`src/rtl/prog_loader_pkg.sv`:
```
// Shared state encoding and constants for the serial program loader.
package prog_loader_pkg;
  localparam int BYTE_W = 8;
  localparam logic [BYTE_W-1:0] NOP_INSTR = 8'h00;

  typedef enum logic [1:0] {
    IDLE = 2'd0,
    LOAD = 2'd1,
    CHK  = 2'd2,
    RUN  = 2'd3
  } state_t;
endpackage

```
`src/rtl/prog_ram.sv`:
```
// Instruction store: synchronous write, asynchronous read, no reset.
module prog_ram
  import prog_loader_pkg::*;
#(
  parameter int ADDR_W = 4
) (
  input  logic              clk,
  input  logic              we,
  input  logic [ADDR_W-1:0] waddr,
  input  logic [BYTE_W-1:0] wdata,
  input  logic [ADDR_W-1:0] raddr,
  output logic [BYTE_W-1:0] rdata
);
  logic [BYTE_W-1:0] mem [1 << ADDR_W];

  always_ff @(posedge clk) begin
    if (we) mem[waddr] <= wdata;
  end

  assign rdata = mem[raddr];
endmodule

```
`src/rtl/prog_loader.sv`:
```
// Serial program loader: shifts a program bit-serially into prog_ram and serves it by PC.
// Define PROG_CHECKSUM_EN to treat the final loaded byte as an XOR checksum.
module prog_loader
  import prog_loader_pkg::*;
#(
  parameter int ADDR_W = 4
) (
  input  logic              clk,
  input  logic              rst,
  input  logic              load_en,
  input  logic              ld_valid,
  input  logic              ld_bit,
  input  logic [ADDR_W-1:0] pc_addr,
  output logic [BYTE_W-1:0] instruction,
  output logic              core_rst,
  output logic              loading,
  output logic [ADDR_W:0]   prog_len,
  output logic              load_err
);
  localparam int DEPTH = 1 << ADDR_W;
  localparam logic [ADDR_W:0] LAST_LEN = (ADDR_W+1)'(DEPTH - 1);

  state_t            state, state_nxt;
  logic [2:0]        bit_cnt;
  logic [ADDR_W-1:0] wr_ptr;
  logic [BYTE_W-1:0] shreg, byte_nxt, rdata;
  logic              hold, shift_en, byte_done, last_byte, start_load;
`ifdef PROG_CHECKSUM_EN
  logic [BYTE_W-1:0] xacc;
  logic              chk_ok;

  // XOR over data plus checksum byte is zero exactly when the checksum matches.
  assign chk_ok = (xacc == '0) && (prog_len != '0);
`else
  assign load_err = 1'b0;
`endif

  assign shift_en  = (state == LOAD) && ld_valid;
  assign byte_done = shift_en && (bit_cnt == 3'd7);
  assign last_byte = byte_done && (prog_len == LAST_LEN);
  assign byte_nxt  = {shreg[BYTE_W-2:0], ld_bit};

  // hold blocks an immediate reload when load_en is still high after an auto-stop on full.
  always_comb begin
    state_nxt  = state;
    start_load = 1'b0;
    unique case (state)
      IDLE: begin
        if (load_en && !hold) begin
          state_nxt  = LOAD;
          start_load = 1'b1;
        end else if (!load_err) begin
          state_nxt = RUN;
        end
      end
      LOAD: begin
        if (last_byte || !load_en) begin
`ifdef PROG_CHECKSUM_EN
          state_nxt = CHK;
`else
          state_nxt = RUN;
`endif
        end
      end
      CHK: begin
`ifdef PROG_CHECKSUM_EN
        state_nxt = chk_ok ? RUN : IDLE;
`else
        state_nxt = IDLE;
`endif
      end
      RUN: begin
        if (load_en && !hold) begin
          state_nxt  = LOAD;
          start_load = 1'b1;
        end
      end
      default: state_nxt = IDLE;
    endcase
  end

  always_ff @(posedge clk) begin
    if (rst) begin
      state    <= IDLE;
      bit_cnt  <= '0;
      wr_ptr   <= '0;
      shreg    <= '0;
      prog_len <= '0;
      hold     <= 1'b0;
`ifdef PROG_CHECKSUM_EN
      xacc     <= '0;
      load_err <= 1'b0;
`endif
    end else begin
      state <= state_nxt;
      if (!load_en)       hold <= 1'b0;
      else if (last_byte) hold <= 1'b1;

      if (start_load) begin
        bit_cnt  <= '0;
        wr_ptr   <= '0;
        shreg    <= '0;
        prog_len <= '0;
`ifdef PROG_CHECKSUM_EN
        xacc     <= '0;
        load_err <= 1'b0;
`endif
      end else if (shift_en) begin
        shreg   <= byte_nxt;
        bit_cnt <= bit_cnt + 3'd1;
        if (byte_done) begin
          wr_ptr   <= wr_ptr + ADDR_W'(1);
          prog_len <= prog_len + (ADDR_W+1)'(1);
`ifdef PROG_CHECKSUM_EN
          xacc     <= xacc ^ byte_nxt;
`endif
        end
      end

`ifdef PROG_CHECKSUM_EN
      // The checksum byte is stored but excluded from the served program.
      if (state == CHK) begin
        if (chk_ok) prog_len <= prog_len - (ADDR_W+1)'(1);
        else        load_err <= 1'b1;
      end
`endif
    end
  end

  prog_ram #(.ADDR_W(ADDR_W)) u_ram (
    .clk   (clk),
    .we    (byte_done),
    .waddr (wr_ptr),
    .wdata (byte_nxt),
    .raddr (pc_addr),
    .rdata (rdata)
  );

  assign core_rst    = rst | (state != RUN);
  assign loading     = (state == LOAD) || (state == CHK);
  assign instruction = ((state == RUN) && ({1'b0, pc_addr} < prog_len)) ? rdata : NOP_INSTR;
endmodule

```
`config.mk`:
```
export PLATFORM = sky130hd
export DESIGN_NAME = prog_loader
export DESIGN_NICKNAME = d
export VERILOG_FILES = /design/src/rtl/prog_loader_pkg.sv /design/src/rtl/prog_ram.sv /design/src/rtl/prog_loader.sv
export SDC_FILE = /design/constraint.sdc
export NUM_CORES = 1
export LEC_CHECK = 0
export BUFFER_PORTS_ARGS = -buffer_cell sky130_fd_sc_hd__clkbuf_2
export CAP_MARGIN = 20
export CELL_PAD_IN_SITES_DETAIL_PLACEMENT = 1
export CELL_PAD_IN_SITES_GLOBAL_PLACEMENT = 2
export CORE_MARGIN = 2
export CORE_UTILIZATION = 30
export CTS_BUF_LIST = sky130_fd_sc_hd__clkbuf_8
export DETAILED_ROUTE_END_ITERATION = 8
export PLACE_DENSITY = 0.55
export SYNTH_ARGS = -nofsm -noshare
export SYNTH_HDL_FRONTEND = slang
export SYNTH_SLANG_ARGS = --single-unit
```
`constraint.sdc`:
```
create_clock -name clk -period 2.8 [get_ports clk]
set_input_delay 0 -clock clk [delete_from_list [all_inputs] [get_ports clk]]
set_output_delay 0 -clock clk [all_outputs]
set_load 0.005 [all_outputs]
```
==> metrics, run 1 <==
status=finished clean; cell taking the most area after synthesis=edfxtp_1; CTS Buf Count=17; share of layout cells above drive strength 1=23.4%; Final Hold Vio Count=0; post-CTS setup repair buffer count=0; Clk pin slew, worst setup/hold paths=0.08 ns; via/cell ratio=4.69; CP delay by family, top=buffers and inverters; Seq/Total Area, Yosys=69.8%; Post-CTS Resized=0; final worst-path cycle share=87.6%; Worst setup endpoint=state[1]; final wirelength=13.8 mm; Chip Height=147 microns; crit path launch type=flip-flop; mean routed wirelength per cell=19.9 microns; DP HPWL=9.29 mm; critical path class=reg2reg; Syn Nets=386; Met3 Routed Length=574 microns; largest cells by area after synthesis=edfxtp_1 (63%), mux4_2 (8.4%), dfxtp_1 (7.2%); drt pass-1 iters=4; CTS Buffer Depth=2; GRT Overall Usage=13.5%; Die W=147 microns; GRT Residual Overflow=0; H-tree Lvls=4; Cells after Synth=362; fin crit period=2.45 ns; Root Driver=clkbuf_8; PortBufs=23; Post-synth top flop=edfxtp_1; first-pass GRT wire length=21.2 mm; P per Cell Area=646 nW/um^2; GP Congestion=0.706; RSZ-0062 raised after global routing=false; Setup crit start=prog_len[0]; Worst Tran Pin Value=0.831 ns; Synth Register Bits=150; Worst R2R End=state[1]; crit path cell chain=ha_1, and3_1, ha_1, nand4_1, a32oi_1, mux2i_1, nor2_1, dlygate4sd3_1; via count=3253; Reg2Reg Depth=8; Core ar.=20200 sq um; initial antenna violation count=0; relative slew slack=44.3%; slowest CP cell=dlygate4sd3_1; Area growth syn-to-layout=16.3%; FFs w/ async S/R, synth=0%; fin nets=434; Bufs and invs on worst path=1; max-cap violations=0; clock sinks=150; CP Max Fanout=5; Post-synth top cells=edfxtp_1 (128), nor2_1 (35), nand2_1 (27); data required time at the worst endpoint=3.14 ns; Max Used Layer=met4; vias in the first global route=3453; Critical Path AT=2.79 ns; drt initial violations=193; most numerous cell in the Yosys netlist=edfxtp_1; Cell Rows=52; setup tns final=0 ns; WL met1=6.53 mm; fmax=408 MHz; DR WL met2=6.56 mm; Worst Clk Skew=0.00920 ns; Synth top area share=62.6%; Synth Cell Area=6140 sq um; Avg Cell Area, Syn=17.0 sq um; Worst path depth=8; Initial Util=30.4%; final routed DRC violation total=0; IO Pins=25; Tot Pwr=4.61 mW; crit end category=flip-flop; Post-synth EDFFs=128; leak pwr=2.28 nW; largest net degree at the start of global routing=20; Total Die Area=21600 sq um; Netlist cell types=36; fill cell count=2097; Setup Viol. Count Final=0; maximum vdd drop=0.269 mV; min-delay worst type=in2reg; r2r startpoint=prog_len[0]; max incr delay on CP=0.54 ns; cell mode on critical path=ha_1; CTS tree=built; Clock Latency Late Sink=0.45 ns; ant diodes=0; Worst R2R Setup Slack=0.35 ns; warning count from the yosys run=0; Final ANT Viol Nets=0; Slew Limit Fails=0
-- registers in the layout, indices dropped and copies added, names as in the netlist --
name / cells
hold: 1
u_ram.mem: 128
wr_ptr: 4
state: 2
bit_cnt: 3
prog_len: 5
shreg: 7
-- kinds of logic (layout without fill, tap and decap cells) --
group | Yosys count | count (layout) | synth area share (%)
buf+inv | 28 | 89 | 2.73
mux | 35 | 35 | 12.5
xor+xnor | 7 | 7 | 0.999
simple gates | 82 | 82 | 5.77
fa+ha+maj | 15 | 15 | 3.06
other cells | 1 | 1 | 0.0611
flops | 150 | 150 | 69.8
compound gates | 44 | 44 | 5.06
-- layout make-up --
type	count	area (sq um)	share of cell area (%)
sequential	150	4280	60.0
clock inverter	15	240	3.37
tap	270	338	4.73
multi-input combinational	184	1690	23.6
timing repair buffer	47	318	4.45
inverter	10	37.5	0.526
clock buffer	17	234	3.28
-- how the worst min path moves through the flow --
stage / start / endpoint / slack (ns) / depth (start not counted)
finish: ld_bit / shreg[0] / 0.05 / 3
global route: ld_bit / u_ram.mem[1][0] / 0.06 / 1
CTS: ld_bit / shreg[0] / 0.04 / 3
detailed placement: rst / state[1] / 0.23 / 2
global placement: rst / state[0] / 0.23 / 2
floorplan: rst / state[1] / 0.07 / 1
-- metal layers --
layer  global-route usage [%]  vias up
met5                        0        -
met4                     4.04        0
met3                     3.39       14
met2                     21.7       63
met1                     18.2     1671
li1                         -     1505
-- worst min-delay path, stage by stage --
cell and delay [ns]:
clkbuf_2 0.25, nand2_1 0.12, a21oi_1 0.06
-- cell usage in the layout (no fill, tap or decap), drive strengths merged, types with 5 or more instances in the layout --
cell and count:
clkbuf 40, edfxtp 128, bufinv 5, inv 16, ha 15, a22o 14, buf 20, nand2b 6
a211oi 9, nor2 35, a21oi 14, nand2 27, mux4 31, dfxtp 22, xnor2 5
-- stage by stage --
| stage | utilization, % | setup slack (ns) | hold WS, ns | std cells | area, sq um |
|---|---|---|---|---|---|
| finish | 35.4 | 0.348 | 0.0453 | 693 | 7140 |
| global route | 35.4 | 0.174 | 0.0577 | 693 | 7140 |
| CTS | 35.4 | 0.342 | 0.0395 | 693 | 7140 |
| detailed placement | 32.8 | 0.839 | 0.234 | 657 | 6620 |
| global placement | 32.8 | 0.863 | 0.230 | 657 | 6620 |
| floorplan | - | 0.551 | 0.0724 | 362 | 6140 |
-- power by group --
| group | switching (mW) | internal, mW | total, mW | leakage, nW |
|---|---|---|---|---|
| registers | 0.0130 | 2.40 | 2.42 | 1.26 |
| logic | 0.135 | 0.0939 | 0.229 | 0.791 |
| clock network | 0.877 | 1.09 | 1.96 | 0.232 |
-- repair_timing --
item | CTS | global route
hold buffers | 4 | 0
endpoints found under the hold margin | 3 | 0
endpoints found under the setup margin | 0 | 0
Note: power is estimated with default switching activity, not from simulation.
==> inputs of run 2 (changes only) <==
- CORE_UTILIZATION: 30 -> 48
- PLACE_DENSITY: 0.55 -> 0.81
==> metrics, run 2 (synthesized netlist as in run 1, its figures left out) <==
setup tns final=0 ns (unchanged); drt initial violations=293 (+52%); GP Congestion=0.758 (+7.3%); fill cell count=1190 (-43%); clock sinks=150 (unchanged); Clk pin slew, worst setup/hold paths=0.08 ns (about the same); fmax=420 MHz (+3.0%); drt pass-1 iters=4 (unchanged); critical path class=reg2reg; min-delay worst type=in2reg; Met3 Routed Length=476 microns (-17%); relative slew slack=50.2% (+5.9 points); vias in the first global route=3406 (-1.4%); CTS Hold Bufs=4 (unchanged); final worst slack=0.420 ns (+0.0712 ns); Die W=117 microns (-20%); maximum vdd drop=0.259 mV (-3.8%); DR WL met2=6.07 mm (-7.5%); Area growth syn-to-layout=13.5%; max reg flops=128 (unchanged); Final Util=55.5% (+20 points); GRT Residual Overflow=0 (unchanged); crit path launch type=flip-flop; status=finished clean; Setup WS pre-CTS=0.728 ns (-0.110 ns); area occupied by multi-input gates=1690 sq um (unchanged); Setup Viol. Count Final=0 (unchanged); max incr delay on CP=0.55 ns (about the same); Worst Clk Skew=0.00854 ns (-0.000661 ns); first-pass GRT wire length=19.7 mm (-7.0%); CTS tree=built; Tot Pwr=4.42 mW (-4.0%); Total Die Area=13700 sq um (-37%); leak pwr=2.27 nW (-0.43%); Initial Util=48.8% (+18 points); register name with the most flops=u_ram.mem; largest net degree at the start of global routing=20 (unchanged); WL met1=5.95 mm (-8.9%); final worst-path cycle share=85.0% (-2.5 points); final routed DRC violation total=0 (unchanged); P per Cell Area=635 nW/um^2 (-1.7%); Clock Latency Late Sink=0.44 ns (about the same); CTS Buf Count=17 (unchanged); Final ANT Viol Nets=0 (unchanged); GRT Overall Usage=20.3% (+6.8 points); IO Pins=25 (unchanged); ant diodes=0 (unchanged); H-tree Lvls=4 (unchanged); post-CTS setup repair buffer count=0 (unchanged); max-cap violations=0 (unchanged); Cell Rows=41 (-21%); fin nets=434 (unchanged); via/cell ratio=5.54 (+18%); Post-CTS Resized=0 (unchanged); RSZ-0062 raised after global routing=false; crit end category=flip-flop; Slew Limit Fails=0 (unchanged); fin crit period=2.38 ns (-0.0712 ns); Largest regs=u_ram.mem (128), shreg (7), prog_len (5); DP HPWL=8.49 mm (-8.6%); share of layout cells above drive strength 1=21.7% (-1.7 points); cell mode on critical path=ha_1; mean routed wirelength per cell=21.4 microns (+7.4%); Critical Path AT=2.70 ns (-0.09 ns); CTS Buffer Depth=2 (unchanged); final wirelength=12.7 mm (-7.8%); Max Used Layer=met4; storage element area=4280 sq um (unchanged); Root Driver=clkbuf_8; Chip Height=117 microns (-20%); data required time at the worst endpoint=3.12 ns (-0.02 ns); most frequent cells in the layout=edfxtp_1 (128), nor2_1 (35), nand2_1 (27); Worst Tran Pin Value=0.747 ns (-0.0841 ns); Final Hold Vio Count=0 (unchanged); CP Max Fanout=5 (unchanged); initial antenna violation count=0 (unchanged); PortBufs=23 (unchanged); Core ar.=12600 sq um (-38%); via count=3299 (+1.4%); slowest CP cell=dlygate4sd3_1; crit path cell chain=ha_1, and3_1, ha_1, nand4_1, a32oi_1, mux2i_1, nor2_1, dlygate4sd3_1; most common cell after layout, fill and taps aside=edfxtp_1
run 2: cell count changes in the layout (fill, tap and decap cells not counted), sizes merged:
cell      previous run  this run
inv                 16        12
clkinv               2         7
clkinvlp             2         1
run 2: routing by layer:
layer | up-vias | global-route usage, %
met4 | 0 | 8.16
met1 | 1701 | 28.3
met3 | 18 | 4.22
li1 | 1501 | -
met5 | - | 0
met2 | 79 | 31.8
run 2: where the power goes:
part	internal (mW)	switching, mW
logic	0.0963	0.134
registers	2.40	0.0134
clock network	1.03	0.741
run 2: worst paths after layout:
path | cells after the start | slack, ns | startpoint | to
min | 1 | 0.06 | ld_bit | u_ram.mem[11][0]
min reg2reg | 2 | 0.46 | bit_cnt[2] | bit_cnt[2]
max reg2reg | 8 | 0.42 | prog_len[0] | state[1]
max | 8 | 0.42 | prog_len[0] | state[1]
run 2: layout make-up:
| class | instances | area share [%] |
|---|---|---|
| Inverter | 10 | 0.539 |
| Tap cell | 172 | 3.09 |
| Clock inverter | 15 | 2.78 |
| Multi-Input combinational cell | 184 | 24.2 |
| Timing Repair Buffer | 47 | 4.56 |
| Clock buffer | 17 | 3.36 |
| Sequential cell | 150 | 61.5 |
run 2: critical path: cells and delay by family, from the launching register on:
family / cells / cell delay, ns
buffers and inverters: 1 / 0.55
AOI/OAI and AO/OA: 1 / 0.35
and+or+nand+nor: 3 / 0.34
DFF: 1 / 0.45
muxes: 1 / 0.23
adders and majority gates: 2 / 0.34
run 2: through the flow:
step | cell area (sq um) | hold slack, ns | std cells
6_report | 6970 | 0.0604 | 595
2_1_floorplan | 6140 | 0.0724 | 362
5_1_grt | 6970 | 0.0907 | 595
4_1_cts | 6970 | 0.0396 | 595
3_5_place_dp | 6500 | 0.232 | 559
3_3_place_gp | 6500 | 0.228 | 559
